===== src/rtl/vga_pkg.sv =====
// Default 800x600@60 timing constants shared by the VGA timing generator,
// plus a width check helper used at elaboration.
package vga_pkg;

  localparam int unsigned VGA_H_ACTIVE = 800;
  localparam int unsigned VGA_H_FP     = 40;
  localparam int unsigned VGA_H_SYNC   = 128;
  localparam int unsigned VGA_H_BP     = 88;
  localparam int unsigned VGA_V_ACTIVE = 600;
  localparam int unsigned VGA_V_FP     = 1;
  localparam int unsigned VGA_V_SYNC   = 4;
  localparam int unsigned VGA_V_BP     = 23;
  localparam int unsigned VGA_CW       = 11;

  localparam int unsigned VGA_H_TOTAL = VGA_H_ACTIVE + VGA_H_FP + VGA_H_SYNC + VGA_H_BP;
  localparam int unsigned VGA_V_TOTAL = VGA_V_ACTIVE + VGA_V_FP + VGA_V_SYNC + VGA_V_BP;

  function automatic bit fits(input int unsigned total, input int unsigned cw);
    return 64'(total) <= (64'd1 << cw);
  endfunction

endpackage


===== src/rtl/vga_timing_gen_if.sv =====
// Pixel-enable in, timing/position outputs back; master is the generator.
interface vga_timing_gen_if import vga_pkg::*; #(parameter int unsigned CW = VGA_CW);
  logic          en;
  logic [CW-1:0] hcount;
  logic [CW-1:0] vcount;
  logic          hsync;
  logic          vsync;
  logic          hblnk;
  logic          vblnk;
  logic          end_of_line;
  logic          end_of_frame;
  logic          frame_start;

  modport master (input en, output hcount, vcount, hsync, vsync, hblnk, vblnk,
                  end_of_line, end_of_frame, frame_start);
  modport slave  (output en, input hcount, vcount, hsync, vsync, hblnk, vblnk,
                  end_of_line, end_of_frame, frame_start);
endinterface


===== src/rtl/vga_axis_counter.sv =====
// Modulo-TOTAL counter with count enable. o_next is the value loaded at the
// coming edge so the parent can register decodes aligned with the count.
module vga_axis_counter #(
  parameter int unsigned TOTAL = 1056,
  parameter int unsigned CW    = 11
) (
  input  logic          clk,
  input  logic          rst,
  input  logic          i_ce,
  output logic [CW-1:0] o_count,
  output logic [CW-1:0] o_next,
  output logic          o_wrap
);

  localparam logic [CW-1:0] LAST = CW'(TOTAL - 1);

  logic [CW-1:0] r_cnt;
  logic [CW-1:0] w_inc;

  // >= rather than == keeps the counter inside 0..TOTAL-1 whatever its state
  assign o_wrap  = i_ce && (r_cnt >= LAST);
  assign w_inc   = o_wrap ? '0 : r_cnt + 1'b1;
  assign o_next  = i_ce ? w_inc : r_cnt;
  assign o_count = r_cnt;

  always_ff @(posedge clk) begin
    if (rst) r_cnt <= '0;
    else     r_cnt <= o_next;
  end

endmodule


===== src/rtl/vga_timing_gen.sv =====
// VGA sync/blank/strobe generator. All outputs are registered from the next
// counter values so they line up with the hcount/vcount they describe.
module vga_timing_gen import vga_pkg::*; #(
  parameter int unsigned H_ACTIVE = VGA_H_ACTIVE,
  parameter int unsigned H_FP     = VGA_H_FP,
  parameter int unsigned H_SYNC   = VGA_H_SYNC,
  parameter int unsigned H_BP     = VGA_H_BP,
  parameter int unsigned V_ACTIVE = VGA_V_ACTIVE,
  parameter int unsigned V_FP     = VGA_V_FP,
  parameter int unsigned V_SYNC   = VGA_V_SYNC,
  parameter int unsigned V_BP     = VGA_V_BP,
  parameter bit          HS_POL   = 1'b1,
  parameter bit          VS_POL   = 1'b1,
  parameter int unsigned CW       = VGA_CW
) (
  input  logic              pclk,
  input  logic              rst,
  vga_timing_gen_if.master  bus
);

  localparam int unsigned H_TOTAL = H_ACTIVE + H_FP + H_SYNC + H_BP;
  localparam int unsigned V_TOTAL = V_ACTIVE + V_FP + V_SYNC + V_BP;

  if (!fits(H_TOTAL, CW) || !fits(V_TOTAL, CW)) begin : g_cw_chk
    $error("vga_timing_gen: CW too small for H_TOTAL/V_TOTAL");
  end

  // thresholds one bit wider so sync end == 2**CW still compares correctly
  localparam logic [CW:0] H_ACT  = (CW+1)'(H_ACTIVE);
  localparam logic [CW:0] HS_BEG = (CW+1)'(H_ACTIVE + H_FP);
  localparam logic [CW:0] HS_END = (CW+1)'(H_ACTIVE + H_FP + H_SYNC);
  localparam logic [CW:0] H_LST  = (CW+1)'(H_TOTAL - 1);
  localparam logic [CW:0] V_ACT  = (CW+1)'(V_ACTIVE);
  localparam logic [CW:0] VS_BEG = (CW+1)'(V_ACTIVE + V_FP);
  localparam logic [CW:0] VS_END = (CW+1)'(V_ACTIVE + V_FP + V_SYNC);
  localparam logic [CW:0] V_LST  = (CW+1)'(V_TOTAL - 1);

  logic          w_adv, w_hwrap, w_vwrap;
  logic [CW-1:0] w_hcount, w_vcount, w_hnext, w_vnext;
  logic [CW:0]   w_hn, w_vn;
  logic          r_pend;
  logic          r_hsync, r_vsync, r_hblnk, r_vblnk, r_eol, r_eof, r_fs;

  // after reset the first en cycle announces (0,0) with frame_start
  // before the counters start moving
  assign w_adv = bus.en && !r_pend;

  vga_axis_counter #(.TOTAL(H_TOTAL), .CW(CW)) u_hcnt (
    .clk(pclk), .rst(rst), .i_ce(w_adv),
    .o_count(w_hcount), .o_next(w_hnext), .o_wrap(w_hwrap)
  );

  vga_axis_counter #(.TOTAL(V_TOTAL), .CW(CW)) u_vcnt (
    .clk(pclk), .rst(rst), .i_ce(w_hwrap),
    .o_count(w_vcount), .o_next(w_vnext), .o_wrap(w_vwrap)
  );

  assign w_hn = {1'b0, w_hnext};
  assign w_vn = {1'b0, w_vnext};

  always_ff @(posedge pclk) begin
    if (rst) begin
      r_pend  <= 1'b1;
      r_hblnk <= 1'b0;
      r_vblnk <= 1'b0;
      r_hsync <= ~HS_POL;
      r_vsync <= ~VS_POL;
      r_eol   <= 1'b0;
      r_eof   <= 1'b0;
      r_fs    <= 1'b0;
    end else if (bus.en) begin
      r_pend  <= 1'b0;
      r_hblnk <= (w_hn >= H_ACT);
      r_vblnk <= (w_vn >= V_ACT);
      r_hsync <= (w_hn >= HS_BEG && w_hn < HS_END) ? HS_POL : ~HS_POL;
      r_vsync <= (w_vn >= VS_BEG && w_vn < VS_END) ? VS_POL : ~VS_POL;
      r_eol   <= (w_hn == H_LST);
      r_eof   <= (w_hn == H_LST) && (w_vn == V_LST);
      r_fs    <= w_vwrap || r_pend;
    end else begin
      r_eol   <= 1'b0;
      r_eof   <= 1'b0;
      r_fs    <= 1'b0;
    end
  end

  assign bus.hcount       = w_hcount;
  assign bus.vcount       = w_vcount;
  assign bus.hsync        = r_hsync;
  assign bus.vsync        = r_vsync;
  assign bus.hblnk        = r_hblnk;
  assign bus.vblnk        = r_vblnk;
  assign bus.end_of_line  = r_eol;
  assign bus.end_of_frame = r_eof;
  assign bus.frame_start  = r_fs;

endmodule


===== src/flat_wrapper.sv =====
// flat-port wrapper written by rule: the top's interface ports become plain ports
module vga_timing_gen_flat import vga_pkg::*;
#(
  parameter int unsigned H_ACTIVE = VGA_H_ACTIVE,
  parameter int unsigned H_FP     = VGA_H_FP,
  parameter int unsigned H_SYNC   = VGA_H_SYNC,
  parameter int unsigned H_BP     = VGA_H_BP,
  parameter int unsigned V_ACTIVE = VGA_V_ACTIVE,
  parameter int unsigned V_FP     = VGA_V_FP,
  parameter int unsigned V_SYNC   = VGA_V_SYNC,
  parameter int unsigned V_BP     = VGA_V_BP,
  parameter bit          HS_POL   = 1'b1,
  parameter bit          VS_POL   = 1'b1,
  parameter int unsigned CW       = VGA_CW
)
  (pclk, rst, bus_en, bus_hcount, bus_vcount, bus_hsync, bus_vsync, bus_hblnk, bus_vblnk, bus_end_of_line, bus_end_of_frame, bus_frame_start);
  vga_timing_gen_if #(.CW(CW)) bus_i ();
  input  logic pclk;
  input  logic rst;
  input wire logic [$bits(bus_i.en)-1:0] bus_en;
  output wire logic [$bits(bus_i.hcount)-1:0] bus_hcount;
  output wire logic [$bits(bus_i.vcount)-1:0] bus_vcount;
  output wire logic [$bits(bus_i.hsync)-1:0] bus_hsync;
  output wire logic [$bits(bus_i.vsync)-1:0] bus_vsync;
  output wire logic [$bits(bus_i.hblnk)-1:0] bus_hblnk;
  output wire logic [$bits(bus_i.vblnk)-1:0] bus_vblnk;
  output wire logic [$bits(bus_i.end_of_line)-1:0] bus_end_of_line;
  output wire logic [$bits(bus_i.end_of_frame)-1:0] bus_end_of_frame;
  output wire logic [$bits(bus_i.frame_start)-1:0] bus_frame_start;
  assign bus_i.en = bus_en;
  assign bus_hcount = bus_i.hcount;
  assign bus_vcount = bus_i.vcount;
  assign bus_hsync = bus_i.hsync;
  assign bus_vsync = bus_i.vsync;
  assign bus_hblnk = bus_i.hblnk;
  assign bus_vblnk = bus_i.vblnk;
  assign bus_end_of_line = bus_i.end_of_line;
  assign bus_end_of_frame = bus_i.end_of_frame;
  assign bus_frame_start = bus_i.frame_start;
  vga_timing_gen #(.H_ACTIVE(H_ACTIVE), .H_FP(H_FP), .H_SYNC(H_SYNC), .H_BP(H_BP), .V_ACTIVE(V_ACTIVE), .V_FP(V_FP), .V_SYNC(V_SYNC), .V_BP(V_BP), .HS_POL(HS_POL), .VS_POL(VS_POL), .CW(CW)) u_core (.pclk(pclk), .rst(rst), .bus(bus_i));
endmodule

===== config.mk =====
export PLATFORM = sky130hd
export DESIGN_NAME = vga_timing_gen_flat
export DESIGN_NICKNAME = d
export VERILOG_FILES = /design/src/rtl/vga_pkg.sv /design/src/rtl/vga_timing_gen_if.sv /design/src/rtl/vga_axis_counter.sv /design/src/rtl/vga_timing_gen.sv /design/src/flat_wrapper.sv
export SDC_FILE = /design/constraint.sdc
export NUM_CORES = 1
export LEC_CHECK = 0
export BUFFER_PORTS_ARGS = -buffer_cell sky130_fd_sc_hd__buf_2
export CORE_MARGIN = 2
export CORE_UTILIZATION = 33
export CTS_CLUSTER_DIAMETER = 40
export DETAILED_ROUTE_END_ITERATION = 10
export PLACE_DENSITY_LB_ADDON = 0.15
export SLEW_MARGIN = 10
export SYNTH_ARGS = -nofsm -noshare
export SYNTH_HDL_FRONTEND = slang
export SYNTH_HIERARCHICAL = 1
export SYNTH_SLANG_ARGS = --single-unit

===== constraint.sdc =====
create_clock -name pclk -period 6.36 [get_ports pclk]
set_input_delay 1.272 -clock pclk [delete_from_list [all_inputs] [get_ports pclk]]
set_output_delay 1.272 -clock pclk [all_outputs]
set_load 0.01 [all_outputs]

==> impl_metrics.py <==
metrics = {
    "worst_setup_path": {
        "cp-start-kind": "input port",
        "regToRegSetupSlack_ns": 3.30,
        "end_kind": "register",
        "crit_required_ns": 6.50,
        "worstReg2RegStart": "u_core/r_pend",
        "r2r_cells": 10,
        "rr_endpoint": "u_core/bus.vblnk",
        "crit_arrival_ns": 4.15,
        "path_max_fanout": 12,
        "critPathKind": "in2reg",
    },
    "min_path": {
        "holdCritStartpoint": "u_core/bus.hsync",
        "hold_end": "u_core/bus.hsync",
        "hold_depth": 2,
        "hold_path.class": "reg2reg",
    },
    "timing": {
        "fmax_ghz": 0.249,
        "hold_viol": 0,
        "slew_viol_final": 0,
        "fin_crit_sh": 0.631,
        "fin_skew_ns": 0.00219,
        "worstMarginPinSlew_ns": 0.844,
        "setup_tns_ns": 0,
        "min_period_ns": 4.01,
        "slew_headroom": 0.435,
        "rsz0062_at_grt": "no",
        "setup_violations": 0,
    },
    "route": {
        "drtIter0Drc": 156,
        "wl_per_cell_um": 14.2,
        "ant_nets": 0,
        "drt_pass1_iterations": 4,
        "vias": 1526,
        "route.detailed.drc": 0,
        "drt_wl_total_um": 4150,
        "viasPerCell": 5.21,
    },
    "finish": {
        "drive_above_1_share": 0.230,
        "register_area_um2": 601,
        "multi_input_area_um2": 990,
        "final_core_utilization": 0.409,
        "fin_nets": 230,
        "antennaDiodeCount": 0,
        "syn_to_final_growth_pct": 17.6,
        "fillers": 535,
    },
    "clocking": {
        "cts_root_buf": "clkbuf_8",
        "post-cts-setup-buffer-count": 0,
        "path_clk_slew_ns": 0.06,
        "clk_path_buf_depth": 2,
        "cts_made_buffers": 5,
        "cts_sinks": 30,
        "ctsHtreeMaxLevel": 2,
        "tritoncts": "yes",
        "postCtsHoldBufs": 0,
        "cts_resized": 0,
        "clk-insertion-delay-late_ns": 0.27,
    },
    "synth": {
        "syn-cell-area_um2": 1680,
        "synth_area_leaders": "dfxtp_1, nor3_1, nor2_1, xor2_1, buf_6",
        "synth_xor_area_frac": 0.0889,
        "synthSimpleGateAreaFrac": 0.345,
        "synth-seq-area-share": 0.358,
        "async_flop_share": 0,
        "yosysWarnings": 6,
        "synth_top_area_frac": 0.358,
        "synthMuxAreaShare": 0,
        "synth_top_family_by_area": "simple AND/OR/NAND/NOR gates",
        "synth_fa_ha_area_frac": 0.0149,
        "yosysUniqueCellTypes": 47,
        "ys.flop_type": "dfxtp_1",
        "synth-edff-count": 0,
        "syn_nets": 199,
        "synth_cells": 194,
        "synth_compound_area_frac": 0.142,
        "syn-mean-instance-area_um2": 8.64,
        "synth.ff_latch_count": 30,
        "yosys.area.top_type": "dfxtp_1",
    },
    "floorplan": {
        "die_x_um": 75.3,
        "die-area_um2": 5660,
        "start_util": 0.348,
        "die_h_um": 75.3,
        "rows": 25,
        "coreArea_um2": 4820,
        "io_pins": 32,
    },
    "power_and_ir_drop": {
        "p_leak_nw": 0.805,
        "powerDensity_nw_per_um2": 199,
        "ir_drop_uv": 109,
    },
    "global_routing": {
        "antenna_found_initial": 0,
        "grt_pass1_vias": 1390,
        "grt.overflow.total": 0,
        "grt_max_degree": 32,
        "grt_usage": 0.158,
        "grt_pass1_wl_um": 6760,
    },
    "placed_design": {
        "io_buffers": 31,
        "dp_hpwl_um": 3010,
        "gp_congestion": 0.796,
    },
    "run": {
        "drv_cap": 0,
    },
    "run_status": {
        "outcome": "complete, no violations",
    },
}
==> power by group <==
group	switching (mW)	total (mW)	internal, mW	leakage, nW
clock network	0.0703	0.179	0.109	0.0575
logic	0.0124	0.0192	0.00674	0.505
registers	0.00257	0.193	0.191	0.243
total	0.0853	0.392	0.307	0.805
==> synthesized netlist by cell type (all sizes together) (2+ instances only) <==
cell type	number
ha	2
nor4	3
dfxtp	30
nand4	6
inv	6
nand2b	4
clkbuf	2
nand2	12
buf	6
nor2	29
o21ai	4
and3	4
nor2b	3
and4	2
nand4b	5
xor2	12
a31oi	3
o31ai	3
nor3	23
nand3	8
o22ai	3
xnor2	5
or3	3
a211oi	3
==> layer usage <==
layer,GRT usage,wire [µm],vias to the layer above
met1,0.221,2080,707
met4,0.0585,52,0
met3,0.0428,214,6
li1,-,-,766
met5,0,0,-
met2,0.234,1810,47
==> state kept, by name, summed over array words and instances, names as in the netlist <==
signal	count
u_core/u_hcnt/o_count	11
u_core/bus.hblnk	1
u_core/bus.hsync	1
u_core/bus.end_of_line	1
u_core/bus.frame_start	1
u_core/bus.end_of_frame	1
u_core/u_vcnt/o_count	11
u_core/bus.vsync	1
u_core/bus.vblnk	1
u_core/r_pend	1
==> cell families after synthesis <==
group                    count (synthesis)
AND/OR/NAND/NOR                        106
flip-flops                              30
AO/OA/AOI/OAI                           25
XOR/XNOR                                17
buffers and inverters                   14
adder cells (fa/ha/maj)                  2
==> through the flow <==
step / instances / total power [mW] / setup slack [ns] / hold WS (ns) / instance area [µm²]
2_1_floorplan: 194 / 0.210 / 2.99 / 0.454 / 1680
3_3_place_gp: 285 / 0.216 / 2.13 / 0.447 / 1860
3_5_place_dp: 285 / 0.216 / 2.13 / 0.437 / 1860
4_1_cts: 293 / 0.399 / 2.40 / 0.463 / 1970
5_1_grt: 293 / 0.412 / 2.16 / 0.505 / 1970
6_report: 293 / 0.392 / 2.35 / 0.465 / 1970
==> worst max-delay path, stage by stage <==
cell and delay [ns]:
buf_2 0.14, inv_1 0.11, nor2_1 0.67, nand2_1 0.21, a31oi_4 0.27, nand4_1 0.26
nor3_1 0.24, xnor2_1 0.19, nor2_1 0.08, a211o_1 0.29, a211oi_1 0.29, a211oi_1 0.12
==> final cells by class <==
| cell class | instances | share of cell area |
|---|---|---|
| Timing Repair Buffer | 32 | 0.0826 |
| Tap cell | 67 | 0.0426 |
| Inverter | 6 | 0.0114 |
| Clock buffer | 8 | 0.0559 |
| Sequential cell | 30 | 0.305 |
| Multi-Input combinational cell | 150 | 0.503 |
==> how the worst max path moves through the flow <==
stage | end | cells past startpoint | startpoint
after floorplan | u_core/bus.vblnk | 13 | bus_en
after global placement | u_core/bus.vblnk | 12 | bus_en
after detailed placement | u_core/bus.vblnk | 12 | bus_en
after CTS | u_core/bus.vblnk | 12 | bus_en
after global routing | u_core/bus.vsync | 12 | bus_en
final | u_core/bus.vblnk | 12 | bus_en
==> placed cells by master, fill, tap and decap left out, types with 2 or more instances in the layout <==
cell      count
o22ai_1       2
nand3_1       7
dfxtp_1      30
xnor2_1       5
a31oi_1       2
nand4_1       6
nand2_1      12
nand2b_1      3
nand4b_1      5
nor4_1        2
o21ai_0       3
ha_1          2
and4_1        2
nor3_1       23
nor2_1       29
o31ai_1       3
a211oi_1      2
clkbuf_8      8
nor2b_1       3
inv_1         6
or3_1         2
and3_1        3
xor2_1       12
buf_2        31
Power figures use the tool's default switching activity.
